<file path="src/rtl/ifu_fetch_buf.sv">
// Purpose: sequential instruction fetch unit; owns the fetch PC, issues one
//          outstanding request at a time, and buffers responses in a DEPTH-entry FIFO.
// Latency: request accepted at t, response at t+k (k>=1), out_valid at t+k+1.
// Backpressure: a fetch is issued only when a FIFO slot is reserved for its response,
//          so the FIFO never overflows. out_ready low stalls fetching once DEPTH entries are held.
// Ports:
//   clk, rst                      clock, synchronous active-high reset
//   redirect_valid/redirect_pc    flush the FIFO, squash the in-flight fetch, load a new PC
//   mem_req_valid/ready/addr      fetch request channel
//   mem_rsp_valid/ready/data/err  fetch response channel
//   out_valid/ready/pc/inst/err   FIFO head toward the decode unit
module ifu_fetch_buf #(
  parameter int unsigned     XLEN     = 32,
  parameter logic [XLEN-1:0] RESET_PC = 32'h8000_0000,
  parameter int unsigned     DEPTH    = 4,
  parameter int unsigned     PC_STEP  = 4
) (
  input  logic            clk,
  input  logic            rst,
  input  logic            redirect_valid,
  input  logic [XLEN-1:0] redirect_pc,
  output logic            mem_req_valid,
  input  logic            mem_req_ready,
  output logic [XLEN-1:0] mem_req_addr,
  input  logic            mem_rsp_valid,
  output logic            mem_rsp_ready,
  input  logic [XLEN-1:0] mem_rsp_data,
  input  logic            mem_rsp_err,
  output logic            out_valid,
  input  logic            out_ready,
  output logic [XLEN-1:0] out_pc,
  output logic [XLEN-1:0] out_inst,
  output logic            out_err
);

  localparam int unsigned PTR_W = $clog2(DEPTH);
  localparam int unsigned CNT_W = PTR_W + 1;
  localparam logic [CNT_W-1:0] DEPTH_C = CNT_W'(DEPTH);

  localparam logic [1:0] S_IDLE = 2'd0;
  localparam logic [1:0] S_REQ  = 2'd1;
  localparam logic [1:0] S_WAIT = 2'd2;

  logic [1:0]       state_q, state_d;
  logic [XLEN-1:0]  fetch_pc_q, fetch_pc_d;
  logic [XLEN-1:0]  req_pc_q, req_pc_d;    // address of the request in flight
  logic             drop_q, drop_d;        // in-flight response must be discarded
  logic [CNT_W-1:0] count_q, count_d;
  logic [PTR_W-1:0] wr_ptr_q, wr_ptr_d;
  logic [PTR_W-1:0] rd_ptr_q, rd_ptr_d;

  logic [XLEN-1:0]  fifo_pc_q   [DEPTH];
  logic [XLEN-1:0]  fifo_inst_q [DEPTH];
  logic             fifo_err_q  [DEPTH];

  logic push;
  logic pop;
  logic redirect_lsb_unused;

  // Instructions are word aligned; the low redirect bits carry no information.
  assign redirect_lsb_unused = ^redirect_pc[1:0];

  always_comb begin
    state_d    = state_q;
    fetch_pc_d = fetch_pc_q;
    req_pc_d   = req_pc_q;
    drop_d     = drop_q;
    wr_ptr_d   = wr_ptr_q;
    rd_ptr_d   = rd_ptr_q;
    count_d    = count_q;

    // A redirect voids both a same-cycle push and a same-cycle pop.
    push = (state_q == S_WAIT) && mem_rsp_valid && !drop_q && !redirect_valid;
    pop  = (count_q != '0) && out_ready && !redirect_valid;

    if (redirect_valid) begin
      wr_ptr_d = '0;
      rd_ptr_d = '0;
      count_d  = '0;
    end else begin
      if (push) wr_ptr_d = wr_ptr_q + PTR_W'(1);
      if (pop)  rd_ptr_d = rd_ptr_q + PTR_W'(1);
      case ({push, pop})
        2'b10:   count_d = count_q + CNT_W'(1);
        2'b01:   count_d = count_q - CNT_W'(1);
        default: count_d = count_q;
      endcase
    end

    case (state_q)
      S_IDLE: begin
        if (!redirect_valid && (count_q < DEPTH_C)) state_d = S_REQ;
      end
      S_REQ: begin
        if (mem_req_ready) begin
          state_d = S_WAIT;
          // A squashed request must not advance the PC past the redirect target.
          if (!drop_q && !redirect_valid) fetch_pc_d = fetch_pc_q + XLEN'(PC_STEP);
        end
      end
      S_WAIT: begin
        if (mem_rsp_valid) begin
          drop_d  = 1'b0;
          // count_d already holds this response, so a new request always has a slot.
          state_d = (count_d < DEPTH_C) ? S_REQ : S_IDLE;
        end
      end
      default: state_d = S_IDLE;
    endcase

    if (redirect_valid) begin
      fetch_pc_d = {redirect_pc[XLEN-1:2], 2'b00};
      // A request cannot be withdrawn, so its eventual response is marked for discard.
      // A response landing in the redirect cycle is consumed here, so nothing stays pending.
      if (state_q == S_REQ) drop_d = 1'b1;
      if ((state_q == S_WAIT) && !mem_rsp_valid) drop_d = 1'b1;
    end

    // Latch the request address on entry to REQ so it stays stable across a
    // redirect that arrives while the request is stalled.
    if ((state_d == S_REQ) && (state_q != S_REQ)) req_pc_d = fetch_pc_d;
  end

  always_ff @(posedge clk) begin
    if (rst) begin
      state_q    <= S_IDLE;
      fetch_pc_q <= RESET_PC;
      req_pc_q   <= RESET_PC;
      drop_q     <= 1'b0;
      count_q    <= '0;
      wr_ptr_q   <= '0;
      rd_ptr_q   <= '0;
    end else begin
      state_q    <= state_d;
      fetch_pc_q <= fetch_pc_d;
      req_pc_q   <= req_pc_d;
      drop_q     <= drop_d;
      count_q    <= count_d;
      wr_ptr_q   <= wr_ptr_d;
      rd_ptr_q   <= rd_ptr_d;
    end
  end

  // Storage needs no reset: entries are only visible when count_q covers them.
  always_ff @(posedge clk) begin
    if (push && !rst) begin
      fifo_pc_q[wr_ptr_q]   <= req_pc_q;
      fifo_inst_q[wr_ptr_q] <= mem_rsp_data;
      fifo_err_q[wr_ptr_q]  <= mem_rsp_err;
    end
  end

  assign mem_req_valid = (state_q == S_REQ);
  assign mem_req_addr  = req_pc_q;
  assign mem_rsp_ready = (state_q == S_WAIT);

  assign out_valid = (count_q != '0);
  assign out_pc    = out_valid ? fifo_pc_q[rd_ptr_q]   : '0;
  assign out_inst  = out_valid ? fifo_inst_q[rd_ptr_q] : '0;
  assign out_err   = out_valid ? fifo_err_q[rd_ptr_q]  : 1'b0;

endmodule
</file>
<file path="config.mk">
export PLATFORM = sky130hd
export DESIGN_NAME = ifu_fetch_buf
export DESIGN_NICKNAME = d
export VERILOG_FILES = /design/src/rtl/ifu_fetch_buf.sv
export SDC_FILE = /design/constraint.sdc
export NUM_CORES = 1
export LEC_CHECK = 0
export CAP_MARGIN = 0
export CORE_UTILIZATION = 55
export CTS_CLUSTER_DIAMETER = 120
export DETAILED_ROUTE_END_ITERATION = 7
export GPL_ROUTABILITY_DRIVEN = 1
export PLACE_DENSITY = 0.86
export SLEW_MARGIN = 10
export SYNTH_ARGS = -nofsm -noshare
export SYNTH_HDL_FRONTEND = slang
export SYNTH_SLANG_ARGS = --single-unit
</file>
<file path="constraint.sdc">
create_clock -name clk -period 4.4 [get_ports clk]
set_clock_uncertainty 0.1 [all_clocks]
set_input_delay 1.32 -clock clk [delete_from_list [all_inputs] [get_ports clk]]
set_output_delay 1.32 -clock clk [all_outputs]
set_load 0.005 [all_outputs]
</file>
==> results.md, run 1 <==
* Outcome: finished, final reports clean
* Post-synth ARST share at 0
* Crit path from: count_q[0]
* Pin count of the biggest net entering global routing at 43
* Crit share post-route at 0.905
* Worst R2R Start: count_q[0]
* Layout overhead on the synthesized area at 26.1%
* Number of enable-type register cells in the synthesized netlist at between 200 and 300
* Total grt overflow at 0
* Share of power burned in combinational logic at 0.044
* HP Class: flip-flop to flip-flop
* Avg Synthesized Cell Area at around 16 µm²
* Main flop type after synthesis: sky130_fd_sc_hd__edfxtp_1
* Clk slew on worst S/H paths at 0.06 ns
* Register cell area after layout at 9340 µm²
* Number of setup violations in the final report at 0
* Number of top-level pins at 171
* Total of hold buffers inserted after clock tree synthesis at 0
* Fraction of power consumed by sequential logic at 0.508
* First-pass detailed-route iteration total at 5
* Clock tree root driver cell: sky130_fd_sc_hd__clkbuf_16
* Net Count, Synth at 889
* Final hold violation count at 0
* Worst setup SP type: flip-flop
* # H-tree levels at 2
* Count of cells resized by post-cts repair at 0
* Weighted congestion reported at the end of routability-driven placement at 0.863
* Switch share at 0.196
* Most common library cell in the layout ignoring fill and taps: sky130_fd_sc_hd__edfxtp_1
* Via/cell ratio at 5.77
* Port bufs at between 150 and 200
* FF+latch count, synth at 336
* GR Util All Layers at 0.236
* Number of unique standard cell types used by synthesis at 52
* Post-route setup TNS at 0 ns
* Proportion of synthesized chip area in sequential cells at 0.699
* # Post-CTS Setup Buffers at 0
* Start-to-end type of the worst setup path: flip-flop to output port
* DR vias at 7736
* Endpoint of the most critical setup path: out_pc[3]
* Via count of the first global-routing pass at 7794
* Signal arrival time at the worst endpoint at 2.56 ns
* Number of instances in the synthesized netlist at 811
* Number of nets in the layout at 1073
* Max-slew violation total from the final report at 0
* Multi-input gate area at around 3800 µm²
* Source-to-sink clock delay at the later pin of the worst-skew pair at 0.51 ns
* Antenna violations before repair at 0
* Hold_ws at 0.396 ns
* Max FO, Critical Path at 42
* Antenna viol nets, final at 0
* Wirelength, routed at 28300 µm
* DRC violation total after the first TritonRoute iteration at ~700
* Proportion of layout cells with a drive suffix above 1 at 0.171
* Sinks on Clock Net at 336
* Maximum capacitance violations at 0
* Die Wd at 158 µm
* Slack of the worst reg-to-reg path at 0.67 ns
* Setup repair after global routing missed its margin: no
* Min-Delay Startpoint: fetch_pc_q[0]
* IR Drop Worst-Case VDD at 0.000285 V
* Cell count of the worst reg-to-reg path at 9
* Time the worst path needs with I/O delays and setup at 3.98 ns
* Max-Slew Margin vs Limit at 0.533
* FILL cells at 1484
* Area of the core region at 23600 µm²
* Number of clock buffers inserted by TritonCTS at 34
* First-pass GRT wire length at 43800 µm
* Power Dens Cells at 414 nW/µm²
* Height of the chip at 158 µm
* Synthesized cell area at ~13000 µm²
* Kind of capture point of the worst setup path: output port
* Clock network fraction of design power at 0.447
* Req. time, crit path at 2.98 ns
* Leakage power summed over all cells at 5.69 nW
* Cell-internal power at 5.60 mW
* Core Util, Final at 0.712
* Transition at the pin with the smallest max-transition slack at roughly 0.70 ns
* Warning count from the yosys run at 0
* Maximum number of buffers from clock root to sink at 3
* Endpoint of the worst register-to-register path: mem_req_addr[0]
* Sw Pwr at between 1 and 1.5 mW
* Clock tree from TritonCTS: done
* Antenna Diode Count at 0
* Most frequent cells in the layout: sky130_fd_sc_hd__edfxtp_1 (260), sky130_fd_sc_hd__clkdlybuf4s50_1 (167), sky130_fd_sc_hd__dfxtp_1 (74)
* Die area at 24900 µm²
* Number of core rows at 56
* Final HPWL from detailed placement at 18200 µm
* Effective utilization at floorplan at 0.565
* Number of DRC violations after detailed routing at 0
* Wire length per cell at 21.1 µm
* Achievable Freq at 251 MHz
[final cells by class]
type                    count  area share
multi-input cells         417       0.224
clock inverters            18      0.0146
flip-flops and latches    336       0.555
inverters                  12     0.00268
well taps                 319      0.0237
repair buffers            194       0.120
clock buffers              44      0.0597
[registers in the layout, summed over array words and instances (netlist names), named ones only]
name,count
fifo_err_q,4
fifo_pc_q,128
rd_ptr_q,2
wr_ptr_q,2
fetch_pc_q,32
mem_req_addr,32
state_q,2
drop_q,1
fifo_inst_q,128
count_q,3
[how the worst min path moves through the flow]
stage	slack, ns	depth (start not counted)	endpoint
after floorplan	0.33	1	fetch_pc_q[0]
after global placement	0.35	1	fetch_pc_q[1]
after detailed placement	0.38	1	fetch_pc_q[0]
after CTS	0.40	2	wr_ptr_q[1]
after global routing	0.42	1	fetch_pc_q[1]
final	0.40	1	fetch_pc_q[0]
[per-stage QoR]
stage          area [µm²]  worst slack [ns]  instances  power, mW
4_1_cts             16800             0.358       1340       7.02
5_1_grt             16800             0.295       1340       7.17
3_3_place_gp        15600             0.115       1278       3.90
6_report            16800             0.418       1340       6.97
3_5_place_dp        15600            0.0451       1278       3.91
2_1_floorplan       13300             0.377        811       3.72
[cell families (layout without fill, tap and decap cells)]
kind of cell               after synthesis  after routing  synth area share
DFF                                    336            336             0.699
and+or+nand+nor                        245            245            0.0999
muxes                                   73             73             0.116
AOI/OAI and AO/OA                       59             59            0.0369
buffers and inverters                   58            268            0.0191
xor gates and xnor gates                33             33            0.0217
adders and majority gates                7              7           0.00713
[worst max-delay path: stages, from the launching register on]
cell and delay [ns]:
sky130_fd_sc_hd__dfxtp_1 0.34, sky130_fd_sc_hd__or3_2 0.79, sky130_fd_sc_hd__buf_12 0.29, sky130_fd_sc_hd__and2_1 0.17, sky130_fd_sc_hd__clkdlybuf4s50_1 0.45
[routing by layer]
layer,GRT usage,wire length [µm]
met5,0,0
met4,0.0712,563
met3,0.0320,1540
met2,0.397,14300
met1,0.322,11900
[power by group through the flow]
stage	clock network, mW	registers, mW	logic (mW)
after floorplan	0	3.59	0.132
after global placement	0	3.60	0.298
after detailed placement	0	3.61	0.305
after CTS	3.17	3.54	0.308
after global routing	3.29	3.55	0.332
final	3.12	3.54	0.308
[Yosys cell counts (all sizes together) (5+ instances only)]
| cell type | n | share of area |
|---|---|---|
| a21oi | 9 | 0.0037 |
| and2 | 74 | 0.035 |
| and3 | 7 | 0.0033 |
| buf | 18 | 0.0079 |
| clkbuf | 28 | 0.0079 |
| dfxtp | 76 | 0.11 |
| edfxtp | 260 | 0.59 |
| ha | 6 | 0.0056 |
| inv | 12 | 0.0034 |
| mux2i | 7 | 0.0053 |
| mux4 | 65 | 0.11 |
| nand2 | 15 | 0.0042 |
| nand3 | 35 | 0.013 |
| nand4 | 13 | 0.0066 |
| nor2 | 58 | 0.017 |
| nor3 | 25 | 0.0094 |
| o21ai | 11 | 0.0041 |
| o22a | 5 | 0.0033 |
| o41ai | 14 | 0.013 |
| xnor2 | 23 | 0.015 |
| xor2 | 10 | 0.0066 |
(Power assumes the default switching activity.)
==> inputs of run 2 (changes only) <==
--- a/config.mk
+++ b/config.mk
@@ -6,11 +6,12 @@
 export NUM_CORES = 1
 export LEC_CHECK = 0
 export CAP_MARGIN = 0
-export CORE_UTILIZATION = 55
+export CORE_UTILIZATION = 57
+export CTS_BUF_LIST = sky130_fd_sc_hd__clkbuf_2 sky130_fd_sc_hd__clkbuf_4 sky130_fd_sc_hd__clkbuf_8
 export CTS_CLUSTER_DIAMETER = 120
 export DETAILED_ROUTE_END_ITERATION = 7
 export GPL_ROUTABILITY_DRIVEN = 1
-export PLACE_DENSITY = 0.86
+export PLACE_DENSITY = 0.89
 export SLEW_MARGIN = 10
 export SYNTH_ARGS = -nofsm -noshare
 export SYNTH_HDL_FRONTEND = slang
==> run 2 against run 1 <==
Total power decreased by 8.1%; largest cell class unchanged; sequential power barely moved; global-route usage is 0.40 points higher; register-to-register slack improved by 0.33 ns; cell area down 1.3%; final cell count up 2.0%; utilization grew 1.7 points.
==> results.md, run 2 (synthesis results as in run 1) <==
* Endpoint with the worst hold slack: fetch_pc_q[0]
* Via count of the first global-routing pass at 8119 (+4.2%)
* Clk slew on worst S/H paths at 0.06 ns (about the same)
* Proportion of layout cells with a drive suffix above 1 at 0.195 (+0.0240)
* Time the worst path needs with I/O delays and setup at 4.07 ns (+0.0921 ns)
* Setup repair after global routing missed its margin: no
* Leakage power summed over all cells at 5.63 nW (-1.0%)
* Req. time, crit path at 2.98 ns (about the same)
* Post-route non-filler standard cell count at 1367 (+2.0%)
* DR vias at 7832 (+1.2%)
* Signal arrival time at the worst endpoint at 2.65 ns (+0.09 ns)
* Largest regs: fifo_inst_q x128, fifo_pc_q x128
* Area of the core region at 22800 µm² (-3.5%)
* Layout overhead on the synthesized area at 24.4%
* Final HPWL from detailed placement at 17900 µm (-1.6%)
* Clock tree root driver cell: sky130_fd_sc_hd__clkbuf_8
* IR Drop Worst-Case VDD at 0.000233 V (-18%)
* Number of nets in the layout at 1091 (+1.7%)
* Worst path cell trace: buf_12, mux4_2, and2_1, clkdlybuf4s50_1
* Max FO, Critical Path at 31 (-26%)
* Worst setup SP type: flip-flop
* Maximum capacitance violations at 0 (unchanged)
* Achievable Freq at 245 MHz (-2.3%)
* Core Util, Final at 0.729 (+0.0166)
* Count of cells resized by post-cts repair at 0 (unchanged)
* First-pass GRT wire length at 43900 µm (+0.35%)
* Total of hold buffers inserted after clock tree synthesis at 0 (unchanged)
* Antenna viol nets, final at 0 (unchanged)
* Wire length per cell at 20.6 µm (-2.6%)
* Fraction of power consumed by sequential logic at 0.553 (+0.045)
* Final hold violation count at 0 (unchanged)
* Met3 global-route usage at 0.0415 (+0.00948)
* Number of setup violations in the final report at 0 (unchanged)
* Worst R2R Start: count_q[0]
* Source-to-sink clock delay at the later pin of the worst-skew pair at 0.56 ns (+0.05 ns)
* Sw Pwr at 1.34 mW (-2.2%)
* Wirelength, routed at 28100 µm (-0.65%)
* Die Wd at 155 µm (-1.7%)
* Total grt overflow at 0 (unchanged)
* Port bufs at 168 (unchanged)
* Cell count of the worst reg-to-reg path at 10 (+1)
* Start-to-end type of the worst setup path: flip-flop to output port
* Height of the chip at 155 µm (-1.7%)
* Sinks on Clock Net at 336 (unchanged)
* Slack of the worst reg-to-reg path at 1.00 ns (+0.33 ns)
* Number of DRC violations after detailed routing at 0 (unchanged)
* Clock network fraction of design power at 0.398 (-0.049)
* GR Util All Layers at 0.240 (+0.00401)
* Maximum number of buffers from clock root to sink at 3 (unchanged)
* Switch share at 0.209 (+0.0126)
* Antenna violations before repair at 0 (unchanged)
* Met2 Resource Use GR at 0.396 (-0.00178)
* Inst Count DP at 1272 (-0.47%)
* Endpoint of the worst register-to-register path: mem_req_addr[12]
* Post-route setup TNS at 0 ns (unchanged)
* Most common library cell in the layout ignoring fill and taps: sky130_fd_sc_hd__edfxtp_1
* HP Class: flip-flop to flip-flop
* Via/cell ratio at 5.73 (-0.76%)
* Max-slew violation total from the final report at 0 (unchanged)
* Transition at the pin with the smallest max-transition slack at 0.758 ns (+0.0624 ns)
* Cell-internal power at 5.07 mW (-9.5%)
* Grt met1 use at 0.327 (+0.00487)
* Max-Slew Margin vs Limit at 0.491 (-0.0419)
* Slowest stage cell, crit path: sky130_fd_sc_hd__dfxtp_4
* Outcome: finished, final reports clean
* Power Dens Cells at 386 nW/µm² (-6.9%)
* Antenna Diode Count at 0 (unchanged)
* Die area at 24000 µm² (-3.5%)
* # H-tree levels at 2 (unchanged)
* Number of top-level pins at 171 (unchanged)
* DRC violation total after the first TritonRoute iteration at 555 (-22%)
* Most frequent cells in the layout: sky130_fd_sc_hd__edfxtp_1 (260), sky130_fd_sc_hd__clkdlybuf4s50_1 (167), sky130_fd_sc_hd__dfxtp_1 (74)
* Share of power burned in combinational logic at 0.049 (+0.005)
* Crit share post-route at 0.926 (+0.0209)
* Effective utilization at floorplan at 0.586 (+0.0207)
* First-pass detailed-route iteration total at 5 (unchanged)
* Number of clock buffers inserted by TritonCTS at 52 (+53%)
* Clock tree from TritonCTS: done
* Number of stages on the worst hold path at 1 (unchanged)
* Weighted congestion reported at the end of routability-driven placement at 0.905 (+4.9%)
* FILL cells at 1346 (-9.3%)
* Number of core rows at 55 (-1.8%)
* # Post-CTS Setup Buffers at 0 (unchanged)
* Peak per-stage delay on the critical path at 0.57 ns (-0.22 ns)
* Min-Delay Startpoint: fetch_pc_q[0]
* Pin count of the biggest net entering global routing at 67 (+56%)
* Overall Power at 6.40 mW (-8.1%)
* Most Crowded Layer GR: met2
* Kind of capture point of the worst setup path: output port
-- run 2: power by group through the flow --
stage	Sequential [mW]	Clock (mW)	Combinational [mW]
final	3.54	2.55	0.314
after global routing	3.55	2.73	0.337
after CTS	3.54	2.60	0.314
after detailed placement	3.61	0	0.311
after global placement	3.60	0	0.300
after floorplan	3.59	0	0.132
-- run 2: how the worst max path moves through the flow --
stage                   from          endpoint  cells past startpoint  slack, ns
6_report           flip-flop        out_pc[16]                      4       0.33
3_5_place_dp   mem_rsp_valid  mem_req_addr[12]                     12      0.009
3_3_place_gp   mem_rsp_valid  mem_req_addr[15]                     12       0.17
2_1_floorplan  mem_rsp_valid     fifo_err_q[0]                      5       0.38
5_1_grt            flip-flop      out_inst[24]                      4       0.18
4_1_cts            flip-flop      out_inst[13]                      4       0.24
-- run 2: per-layer routing --
layer / part of all wire / vias to the layer above
li1: - / 3539
met1: 0.42 / 3928
met2: 0.50 / 313
met3: 0.063 / 52
met4: 0.023 / 0
met5: 0 / -
-- run 2: cell type report --
type,instances,area [µm²],share of cell area
flip-flops and latches,336,9340,0.563
multi-input cells,417,3770,0.227
repair buffers,194,2010,0.121
clock buffers,81,952,0.0574
well taps,313,392,0.0236
clock inverters,14,88.8,0.00535
inverters,12,45.0,0.00271
-- run 2: worst max-delay path, delay by kind of cell, from the launching register on --
| family | cells | cell delay (ns) |
|---|---|---|
| muxes | 1 | 0.55 |
| DFF | 1 | 0.57 |
| and+or+nand+nor | 1 | 0.18 |
| buffers and inverters | 2 | 0.78 |
-- run 2: through the flow --
step | setup slack (ns) | hold slack (ns) | instance area, µm²
detailed placement | 0.00922 | 0.343 | 15600
global placement | 0.169 | 0.343 | 15600
CTS | 0.236 | 0.365 | 16600
global route | 0.180 | 0.373 | 16600
finish | 0.326 | 0.364 | 16600
floorplan | 0.377 | 0.329 | 13300
